[config.mk]
export PLATFORM = sky130hd
export DESIGN_NAME = seg_cmd_ctrl
export DESIGN_NICKNAME = d
export VERILOG_FILES = /design/src/rtl/seg_cmd_pkg.sv /design/src/rtl/seg_cmd_timeout.sv /design/src/rtl/seg_cmd_ctrl.sv
export SDC_FILE = /design/constraint.sdc
export NUM_CORES = 1
export LEC_CHECK = 0
export BUFFER_PORTS_ARGS = -buffer_cell sky130_fd_sc_hd__buf_2
export CELL_PAD_IN_SITES_DETAIL_PLACEMENT = 0
export CELL_PAD_IN_SITES_GLOBAL_PLACEMENT = 1
export CORE_UTILIZATION = 46
export DETAILED_ROUTE_END_ITERATION = 10
export GPL_TIMING_DRIVEN = 0
export PLACE_DENSITY_LB_ADDON = 0.1
export SKIP_CTS_REPAIR_TIMING = 1
export SLEW_MARGIN = 10
export SYNTH_ARGS = -nofsm -noshare
export SYNTH_HDL_FRONTEND = slang
export SYNTH_SLANG_ARGS = --single-unit
[constraint.sdc]
create_clock -name clk -period 3.9 [get_ports clk]
set_input_delay 0.585 -clock clk [delete_from_list [all_inputs] [get_ports clk]]
set_output_delay 0.585 -clock clk [all_outputs]
set_load 0.03 [all_outputs]
[src/rtl/seg_cmd_pkg.sv]
// seg_cmd_pkg: shared state encoding, protocol bytes and command decode for seg_cmd_ctrl.
// Build option SEG_CMD_CKSUM_EN adds the CKSUM state for the 4-byte frame.
package seg_cmd_pkg;

  typedef enum logic [2:0] {
    ST_IDLE,
    ST_CMD,
    ST_PAYLOAD,
`ifdef SEG_CMD_CKSUM_EN
    ST_CKSUM,
`endif
    ST_EXEC,
    ST_RESP
  } state_t;

  localparam logic [7:0] SYNC_BYTE     = 8'hA5;
  localparam logic [7:0] ACK           = 8'h06;
  localparam logic [7:0] NAK           = 8'h15;

  localparam logic [7:0] CMD_SET_DIGIT = 8'h01;
  localparam logic [7:0] CMD_CLEAR     = 8'h02;
  localparam logic [7:0] CMD_SET_BLANK = 8'h03;

  // True when the command code is known and its payload is legal for it.
  function automatic logic cmd_accepted(input logic [7:0] cmd, input logic [7:0] payload);
    case (cmd)
      CMD_SET_DIGIT: return (payload[7:6] == 2'b00);
      CMD_CLEAR:     return 1'b1;
      CMD_SET_BLANK: return 1'b1;
      default:       return 1'b0;
    endcase
  endfunction

endpackage

[src/rtl/seg_cmd_timeout.sv]
// seg_cmd_timeout: inter-byte watchdog. Reloads to TIMEOUT_TICKS-1 on clear, counts
// down while enabled, and flags expire during the cycle it sits at zero with no clear.
module seg_cmd_timeout #(
  parameter int TIMEOUT_TICKS = 52080
) (
  input  logic clk,
  input  logic rst,
  input  logic clear,
  input  logic enable,
  output logic expire
);

  localparam int            CW       = $clog2(TIMEOUT_TICKS);
  localparam logic [CW-1:0] LOAD_VAL = CW'(TIMEOUT_TICKS - 1);
  localparam logic [CW-1:0] ONE      = CW'(1);

  logic [CW-1:0] count;

  // Reload on every clear, otherwise count down toward zero while a frame is open.
  always_ff @(posedge clk) begin
    if (rst) begin
      count <= '0;
    end else if (clear) begin
      count <= LOAD_VAL;
    end else if (enable && (count != '0)) begin
      count <= count - ONE;
    end
  end

  assign expire = enable && !clear && (count == '0);

endmodule

[src/rtl/seg_cmd_ctrl.sv]
// seg_cmd_ctrl: parses framed UART commands, owns the seven-segment display registers
// and returns a one-byte ACK/NAK through a valid/ready handshake.
// Build option SEG_CMD_CKSUM_EN: frame is SYNC, CMD, PAYLOAD, CKSUM (CMD ^ PAYLOAD);
// when undefined the frame is SYNC, CMD, PAYLOAD and no checksum is checked.
module seg_cmd_ctrl
  import seg_cmd_pkg::*;
#(
  parameter int TIMEOUT_TICKS = 52080
) (
  input  logic        clk,
  input  logic        rst,
  input  logic [7:0]  rx_byte,
  input  logic        rx_valid,
  output logic [7:0]  tx_data,
  output logic        tx_valid,
  input  logic        tx_ready,
  output logic [15:0] digits,
  output logic [3:0]  blank,
  output logic        frame_ok,
  output logic        frame_err,
  output logic        rx_drop
);

  state_t     state, next_state;
  logic [7:0] cmd_q, payload_q;
`ifdef SEG_CMD_CKSUM_EN
  logic [7:0] cksum_q;
`endif
  logic       in_frame;
  logic       tmr_clear;
  logic       tmr_expire;
  logic       frame_good;
  logic       in_exec;

  // The watchdog restarts on every accepted byte and stays loaded outside a frame.
  assign tmr_clear = !in_frame || rx_valid;

  seg_cmd_timeout #(
    .TIMEOUT_TICKS(TIMEOUT_TICKS)
  ) u_timeout (
    .clk    (clk),
    .rst    (rst),
    .clear  (tmr_clear),
    .enable (in_frame),
    .expire (tmr_expire)
  );

`ifdef SEG_CMD_CKSUM_EN
  assign frame_good = cmd_accepted(cmd_q, payload_q) && (cksum_q == (cmd_q ^ payload_q));
`else
  assign frame_good = cmd_accepted(cmd_q, payload_q);
`endif

  assign in_exec = (state == ST_EXEC);

  // State register.
  always_ff @(posedge clk) begin
    if (rst) begin
      state <= ST_IDLE;
    end else begin
      state <= next_state;
    end
  end

  // Next-state decode; an arriving byte always wins over a same-cycle timeout.
  always_comb begin
    next_state = state;
    in_frame   = 1'b0;
    case (state)
      ST_IDLE: begin
        if (rx_valid && (rx_byte == SYNC_BYTE)) next_state = ST_CMD;
      end
      ST_CMD: begin
        in_frame = 1'b1;
        if (rx_valid)        next_state = ST_PAYLOAD;
        else if (tmr_expire) next_state = ST_IDLE;
      end
      ST_PAYLOAD: begin
        in_frame = 1'b1;
`ifdef SEG_CMD_CKSUM_EN
        if (rx_valid)        next_state = ST_CKSUM;
`else
        if (rx_valid)        next_state = ST_EXEC;
`endif
        else if (tmr_expire) next_state = ST_IDLE;
      end
`ifdef SEG_CMD_CKSUM_EN
      ST_CKSUM: begin
        in_frame = 1'b1;
        if (rx_valid)        next_state = ST_EXEC;
        else if (tmr_expire) next_state = ST_IDLE;
      end
`endif
      ST_EXEC: begin
        next_state = ST_RESP;
      end
      ST_RESP: begin
        if (tx_valid && tx_ready) next_state = ST_IDLE;
      end
      default: begin
        next_state = ST_IDLE;
      end
    endcase
  end

  // Capture the frame fields as their bytes arrive.
  always_ff @(posedge clk) begin
    if (rst) begin
      cmd_q     <= '0;
      payload_q <= '0;
`ifdef SEG_CMD_CKSUM_EN
      cksum_q   <= '0;
`endif
    end else if (rx_valid) begin
      case (state)
        ST_CMD:     cmd_q     <= rx_byte;
        ST_PAYLOAD: payload_q <= rx_byte;
`ifdef SEG_CMD_CKSUM_EN
        ST_CKSUM:   cksum_q   <= rx_byte;
`endif
        default:    ;
      endcase
    end
  end

  // Apply an accepted command to the display; rejected frames leave it untouched.
  always_ff @(posedge clk) begin
    if (rst) begin
      digits <= '0;
      blank  <= '0;
    end else if (in_exec && frame_good) begin
      case (cmd_q)
        CMD_SET_DIGIT: digits[{payload_q[5:4], 2'b00} +: 4] <= payload_q[3:0];
        CMD_CLEAR: begin
          digits <= '0;
          blank  <= '0;
        end
        CMD_SET_BLANK: blank <= payload_q[3:0];
        default: ;
      endcase
    end
  end

  // Load the response in EXEC and hold it until the transmitter takes it.
  always_ff @(posedge clk) begin
    if (rst) begin
      tx_valid <= 1'b0;
      tx_data  <= '0;
    end else if (in_exec) begin
      tx_valid <= 1'b1;
      tx_data  <= frame_good ? ACK : NAK;
    end else if (tx_valid && tx_ready) begin
      tx_valid <= 1'b0;
    end
  end

  // One-cycle status pulses for executed, rejected/timed-out and discarded traffic.
  always_ff @(posedge clk) begin
    if (rst) begin
      frame_ok  <= 1'b0;
      frame_err <= 1'b0;
      rx_drop   <= 1'b0;
    end else begin
      frame_ok  <= in_exec && frame_good;
      frame_err <= (in_exec && !frame_good) || tmr_expire;
      rx_drop   <= rx_valid && (in_exec || (state == ST_RESP));
    end
  end

endmodule
==> metrics.csv, run 1 <==
stage,metric,value,unit
status,status,finished clean,
power_and_ir_drop,leakage power,1.329,nW
place,placed insts,442,
synthesis,Compound-Gate Fraction of Synth Area,0.1449,
critical_path,Crit path required time,4.17,ns
synthesis,"Distinct cells, synth",47,
min_path,worst hold-check path type,reg -> reg,
detailed_routing,vias,2520,
detailed_routing,vias per cell,5.502,
synthesis,Mapped Area,0.002944,sq mm
finish,post-synthesis to final-layout area growth,16.36,%
clocking,htree depth,3,
floorplanning,die area,0.006724,sq mm
clocking,CTS tree,built,
clocking,CTS buffer count,9,
synthesis,Synth Area in XOR/XNOR,0.01487,
synthesis,register area share after synthesis,0.4216,
critical_path,crit path max fanout,5,
clocking,Worst-path clk slew,0.07,ns
detailed_routing,metal3 WL,391,um
grt,initial antenna violation count,0,
floorplanning,Initial Util,0.4858,
finish,"commonest non-fill, non-tap cell in the layout",dfxtp_1,
detailed_routing,met1 WL,3467,um
timing,"Hold Vio Cnt, Final",0,
finish,Ant. Diodes,0,
timing,Setup TNS Final,0,ns
synthesis,Avg Inst Size Synth,9.031,sq um
timing,Max Transition Viols Final,0,
finish,final instance area,0.003426,sq mm
grt,largest net degree at the start of global routing,11,
grt,GRT Residual Overflow,0,
clocking,CTS sink count,62,
synthesis,Yosys warnings,0,
floorplanning,Core ar.,0.006061,sq mm
floorplanning,die width,82,um
place,input/output buffers,38,
timing,Worst Clk Skew,0.01022,ns
synthesis,mux contribution to synthesized area,0.07522,
detailed_routing,Top Layer Used,met4,
synthesis,fraction of the mapped netlist area in simple logic gates,0.2750,
flow_run,Max Cap Viol,0,
finish,fin cells,458,
detailed_routing,initial DRC count,150,
place,Detailed Place HPWL,4748,um
grt,vias in the first global route,2219,
synthesis,Syn Inst Count,326,
detailed_routing,drt total wl,6812,um
synthesis,largest family of logic cells by synthesized area,simple AND/OR/NAND/NOR gates,
floorplanning,I/O Pins,44,
detailed_routing,Residual DRC,0,
place,Placer Congestion,0.8063,
clocking,clk buf depth,2,
clocking,clk_lat worst skew,0.35,ns
place,area post-placement,0.003239,sq mm
finish,highest-count cells in the layout ignoring fill and taps,"62 x dfxtp_1, 44 x buf_2, 36 x nor2_1, 21 x mux2i_1",
timing,Relative slew margins,0.2250,
timing,Final Cycle Share,0.5855,
finish,Nets,395,
finish,ratio of cells with drive above 1 in the final layout,0.1984,
floorplanning,Rows,28,
synthesis,Synth Register Bits,62,
timing,fmax,0.4379,GHz
timing,RSZ-0062 raised after global routing,no,
power_and_ir_drop,worst vdd ir,245.3,uV
detailed_routing,routed wl met2,2825,um
critical_path,Setup CP Type,reg -> reg,
grt,Total Routing Usage GR,0.2214,
power_and_ir_drop,Power Density,362.5,mW/mm^2
detailed_routing,first-pass iteration count of the detailed router,4,
synthesis,post-synthesis adder-cell area fraction,0.02125,
clocking,Root Buffer,clkbuf_8,
detailed_routing,Wirelength per Cell,14.87,um
floorplanning,Die Span Y,82,um
grt,global-route wire length before repair,11010,um
timing,Setup Viol. Count Final,0,
critical_path,Worst Setup End Kind,register,
detailed_routing,Final ANT Viol Nets,0,
critical_path,Startpoint Class,register,
timing,minimum clock period,2.283,ns
critical_path,Critical Path AT,2.56,ns
timing,Worst-Margin Slew,1.152,ns
-- sequential cells by signal, indices dropped and copies added, names as in the netlist --
signal           flops
payload_q            8
u_timeout.count     16
tx_valid             1
tx_data              3
blank                4
digits              16
rx_drop              1
cmd_q                8
frame_ok             1
state                3
frame_err            1
-- worst max-delay path, cell delays in order, from the launching register on --
cell     delay [ns]
dfxtp_1        0.38
inv_1          0.12
ha_1           0.36
or3b_2         0.45
a21oi_1        0.21
or4b_2         0.60
o21ai_0        0.09
-- where the power goes --
part	switching (mW)	internal (mW)
logic	0.0360	0.0216
registers	0.00721	0.640
clock network	0.257	0.281
-- kinds of logic (layout without fill, tap and decap cells) --
| kind of cell | count (synthesis) | in the layout |
|---|---|---|
| compound gates | 70 | 70 |
| xor+xnor | 5 | 5 |
| fa+ha+maj | 5 | 5 |
| buf+inv | 28 | 82 |
| flops | 62 | 62 |
| mux | 22 | 22 |
| other cells | 1 | 4 |
| simple gates | 133 | 133 |
-- synth_stat cells, drive strengths merged --
library cell   n  area, sq um
a21oi         20        100.1
nand3b         3        22.52
and2           5        31.28
nor4bb         4        40.04
o211ai         1        7.510
a31oi          2        12.51
a21boi         4        30.03
a21o           1        7.510
nor2b         14        87.58
o21ai         19        95.09
nor4b          3        32.53
ha             5        62.56
nand2          9        33.78
or4            4        30.03
and3b          1        8.760
or3b           2        17.52
mux2i         21        210.2
nand4b         2        17.52
nor4           8        65.06
xor2           3        26.28
nor2          36        135.1
mux2           1        11.26
nand4          5        31.28
nand3          4        20.02
nor3           4        25.02
a211oi         2        15.01
or2            5        31.28
nand2b        11        68.82
or3            2        12.51
and4           1        8.760
buf           12        75.07
o31ai         20        150.1
clkbuf        11        41.29
or4b           6        60.06
inv            5        18.77
dfxtp         62         1241
xnor2          2        17.52
a211o          1        8.760
nor3b          4        30.03
conb           1        3.750
-- worst paths after layout --
check | slack (ns) | startpoint | cells after the start | end
setup / recovery | 1.62 | payload_q[4]$_SDFFE_PP0P_ | 6 | digits[0]$_SDFFE_PP0P_
hold / removal | 0.47 | tx_data[2]$_SDFFE_PP0P_ | 2 | tx_data[2]$_SDFFE_PP0P_
setup reg to reg | 1.62 | payload_q[4]$_SDFFE_PP0P_ | 6 | digits[0]$_SDFFE_PP0P_
hold reg to reg | 0.47 | tx_data[2]$_SDFFE_PP0P_ | 2 | tx_data[2]$_SDFFE_PP0P_
-- layer usage --
metal,GRT usage,up-vias
li1,-,1279
met1,0.3150,1151
met2,0.3182,80
met3,0.04111,10
met4,0.1053,0
met5,0,-
-- area by class of cell --
class	count	area [sq um]
multi-input combinational	239	1579
fill	568	2635
sequential	62	1241
clock inverter	3	17.52
buffer	23	116.4
clock buffer	13	168.9
inverter	5	18.77
timing repair buffer	38	190.2
tap	75	93.84
-- metrics by stage --
step	setup slack [ns]	hold slack [ns]	utilization	power [mW]
floorplan	1.819	0.4550	-	0.6976
global placement	1.688	0.4490	0.5345	0.7166
detailed placement	1.646	0.4608	0.5345	0.7173
CTS	1.617	0.4786	0.5652	1.250
global route	1.485	0.5110	0.5652	1.285
finish	1.617	0.4698	0.5652	1.242
No activity file was read; power rests on OpenSTA's default activity.
==> run 2, diff against run 1 <==
--- a/config.mk
+++ b/config.mk
@@ -8,7 +8,7 @@
 export BUFFER_PORTS_ARGS = -buffer_cell sky130_fd_sc_hd__buf_2
 export CELL_PAD_IN_SITES_DETAIL_PLACEMENT = 0
 export CELL_PAD_IN_SITES_GLOBAL_PLACEMENT = 1
-export CORE_UTILIZATION = 46
+export CORE_UTILIZATION = 39
 export DETAILED_ROUTE_END_ITERATION = 10
 export GPL_TIMING_DRIVEN = 0
 export PLACE_DENSITY_LB_ADDON = 0.1
==> constraint.sdc (replaced) <==
create_clock -name clk -period 1.8 [get_ports clk]
set_input_delay 0.27 -clock clk [delete_from_list [all_inputs] [get_ports clk]]
set_output_delay 0.27 -clock clk [all_outputs]
set_load 0.03 [all_outputs]
==> run 2 against run 1 <==
Against the previous run:
- first-iteration DRC count down 43%
- via count up 0.87%
- hold slack worse by 0.28 ns
- design area up 11%
- maximum frequency up 29%
- largest power group is now the clock network
- power up 140%
- global-route usage down 2.6 points
- worst setup slack worse by 1.6 ns
==> metrics.csv, run 2 (synthesis results as in run 1) <==
stage,metric,value,unit,change
finish,"commonest non-fill, non-tap cell in the layout",dfxtp_1,,
finish,Ant. Diodes,0,,unchanged
floorplanning,Die Span Y,88.89,um,+8.4%
critical_path,Critical Path AT,2.05,ns,-0.51 ns
detailed_routing,Residual DRC,0,,unchanged
finish,ratio of cells with drive above 1 in the final layout,0.3061,,+0.1077
critical_path,crit path max fanout,4,,-1
clocking,CTS tree,built,,
timing,minimum clock period,1.767,ns,-0.5162 ns
clocking,clk_lat worst skew,0.35,ns,about the same
finish,Nets,404,,+2.3%
timing,"Hold Vio Cnt, Final",0,,unchanged
detailed_routing,drt total wl,7167,um,+5.2%
power_and_ir_drop,worst vdd ir,428.4,uV,+75%
clocking,CTS buffer count,9,,unchanged
floorplanning,die width,88.89,um,+8.4%
timing,RSZ-0062 raised after global routing,yes,,
grt,GRT Residual Overflow,0,,unchanged
detailed_routing,Final ANT Viol Nets,0,,unchanged
finish,highest-count cells in the layout ignoring fill and taps,"55 x dfxtp_1, 38 x buf_2, 36 x nor2_1, 21 x mux2i_1",,
clocking,Root Buffer,clkbuf_8,,
grt,largest net degree at the start of global routing,11,,unchanged
timing,Relative slew margins,0.5129,,+0.2879
critical_path,Startpoint Class,register,,
clocking,clk buf depth,2,,unchanged
finish,post-synthesis to final-layout area growth,29.66,%,
min_path,worst hold-check path type,in -> reg,,
detailed_routing,first-pass iteration count of the detailed router,4,,unchanged
timing,Worst-Margin Slew,0.7246,ns,-0.4272 ns
place,Placer Congestion,0.7874,,-2.3%
timing,Setup Viol. Count Final,0,,unchanged
floorplanning,Initial Util,0.4037,,-0.08202
grt,vias in the first global route,2235,,+0.72%
critical_path,CP max stage delay,0.48,ns,-0.12 ns
detailed_routing,vias per cell,5.177,,-5.9%
critical_path,Setup CP Type,reg -> reg,,
clocking,Worst-path clk slew,0.07,ns,about the same
grt,global-route wire length before repair,11390,um,+3.4%
floorplanning,Core ar.,0.007292,sq mm,+20%
floorplanning,I/O Pins,44,,unchanged
detailed_routing,Wirelength per Cell,14.60,um,-1.9%
critical_path,cells along the critical path,"inv_4, ha_4, or3b_4, a21oi_4, or4b_4, o21ai_2",,
timing,WHS,0.1894,ns,-0.2804 ns
status,status,finished clean,,
grt,Total Routing Usage GR,0.1952,,-0.02623
critical_path,CP max stage cell,or4b_4,,
grt,initial antenna violation count,0,,unchanged
place,Detailed Place HPWL,4965,um,+4.6%
place,area post-placement,0.003307,sq mm,+2.1%
detailed_routing,vias,2542,,+0.87%
clocking,CTS sink count,62,,unchanged
place,input/output buffers,38,,unchanged
flow_run,Max Cap Viol,0,,unchanged
clocking,htree depth,3,,unchanged
finish,final instance area,0.003817,sq mm,+11%
floorplanning,Rows,31,,+11%
critical_path,Worst Setup End Kind,register,,
power_and_ir_drop,leakage power,1.449,nW,+9.0%
detailed_routing,initial DRC count,86,,-43%
timing,Worst Clk Skew,0.01038,ns,+0.0001544 ns
floorplanning,die area,0.007901,sq mm,+17%
power_and_ir_drop,Power Density,785.4,mW/mm^2,+120%
timing,fmax,0.5659,GHz,+29%
critical_path,Crit path required time,2.08,ns,-2.09 ns
timing,Final Cycle Share,0.9818,,+0.3963
finish,Largest regs,"digits: 16 flops, u_timeout.count: 16 flops",,
timing,Max Transition Viols Final,0,,unchanged
==> run 2: changes by cell type in the layout (fill, tap and decap cells not counted), sizes merged <==
cell | previous run | this run
buf | 50 | 60
bufinv | 0 | 2
clkbuf | 24 | 23
clkinv | 2 | 1
clkinvlp | 1 | 0
==> run 2: layout make-up <==
| type | instances | area (sq um) |
|---|---|---|
| buffer | 21 | 132.6 |
| sequential | 62 | 1255 |
| tap | 99 | 123.9 |
| multi-input combinational | 239 | 1775 |
| inverter | 5 | 23.77 |
| fill | 717 | 3475 |
| clock buffer | 13 | 168.9 |
| timing repair buffer | 49 | 272.8 |
| clock inverter | 3 | 65.06 |
==> run 2: per-stage QoR <==
step / utilization / setup TNS (ns) / total power, mW / worst slack [ns] / cells
2_1_floorplan: - / 0 / 1.515 / 0.008617 / 329
3_3_place_gp: 0.4535 / -2.966 / 1.557 / -0.1683 / 466
3_5_place_dp: 0.4535 / -3.408 / 1.558 / -0.2128 / 466
4_1_cts: 0.4856 / -3.884 / 3.005 / -0.2306 / 482
5_1_grt: 0.5235 / -0.2023 / 3.109 / -0.03949 / 491
6_report: 0.5235 / 0 / 2.998 / 0.03279 / 491
==> run 2: final timing paths <==
| check | from | endpoint | slack (ns) | cells past startpoint |
|---|---|---|---|---|
| setup / recovery | payload_q[5]$_SDFFE_PP0P_ | digits[2]$_SDFFE_PP0P_ | 0.03 | 6 |
| hold / removal | tx_ready | tx_valid$_SDFFE_PP0P_ | 0.19 | 3 |
| setup reg to reg | payload_q[5]$_SDFFE_PP0P_ | digits[2]$_SDFFE_PP0P_ | 0.03 | 6 |
| hold reg to reg | digits[1]$_SDFFE_PP0P_ | digits[1]$_SDFFE_PP0P_ | 0.46 | 2 |
==> run 2: worst max-delay path, delay by kind of cell (launching register included) <==
kind,cells,cell delay [ns]
DFF,1,0.35
AOI/OAI and AO/OA,2,0.20
buffers and inverters,1,0.05
adders and majority gates,1,0.24
and+or+nand+nor,2,0.86
==> run 2: layer usage <==
layer  track usage  share of wire
met1        0.2871           0.52
met2        0.2664           0.42
met3       0.05504          0.037
met4       0.07478          0.017
met5             0              0
==> run 2: report_power, final <==
| part | switching (mW) | internal [mW] |
|---|---|---|
| Clock | 0.562 | 0.892 |
| Combinational | 0.0800 | 0.0588 |
| Sequential | 0.0216 | 1.38 |
| Total | 0.664 | 2.33 |
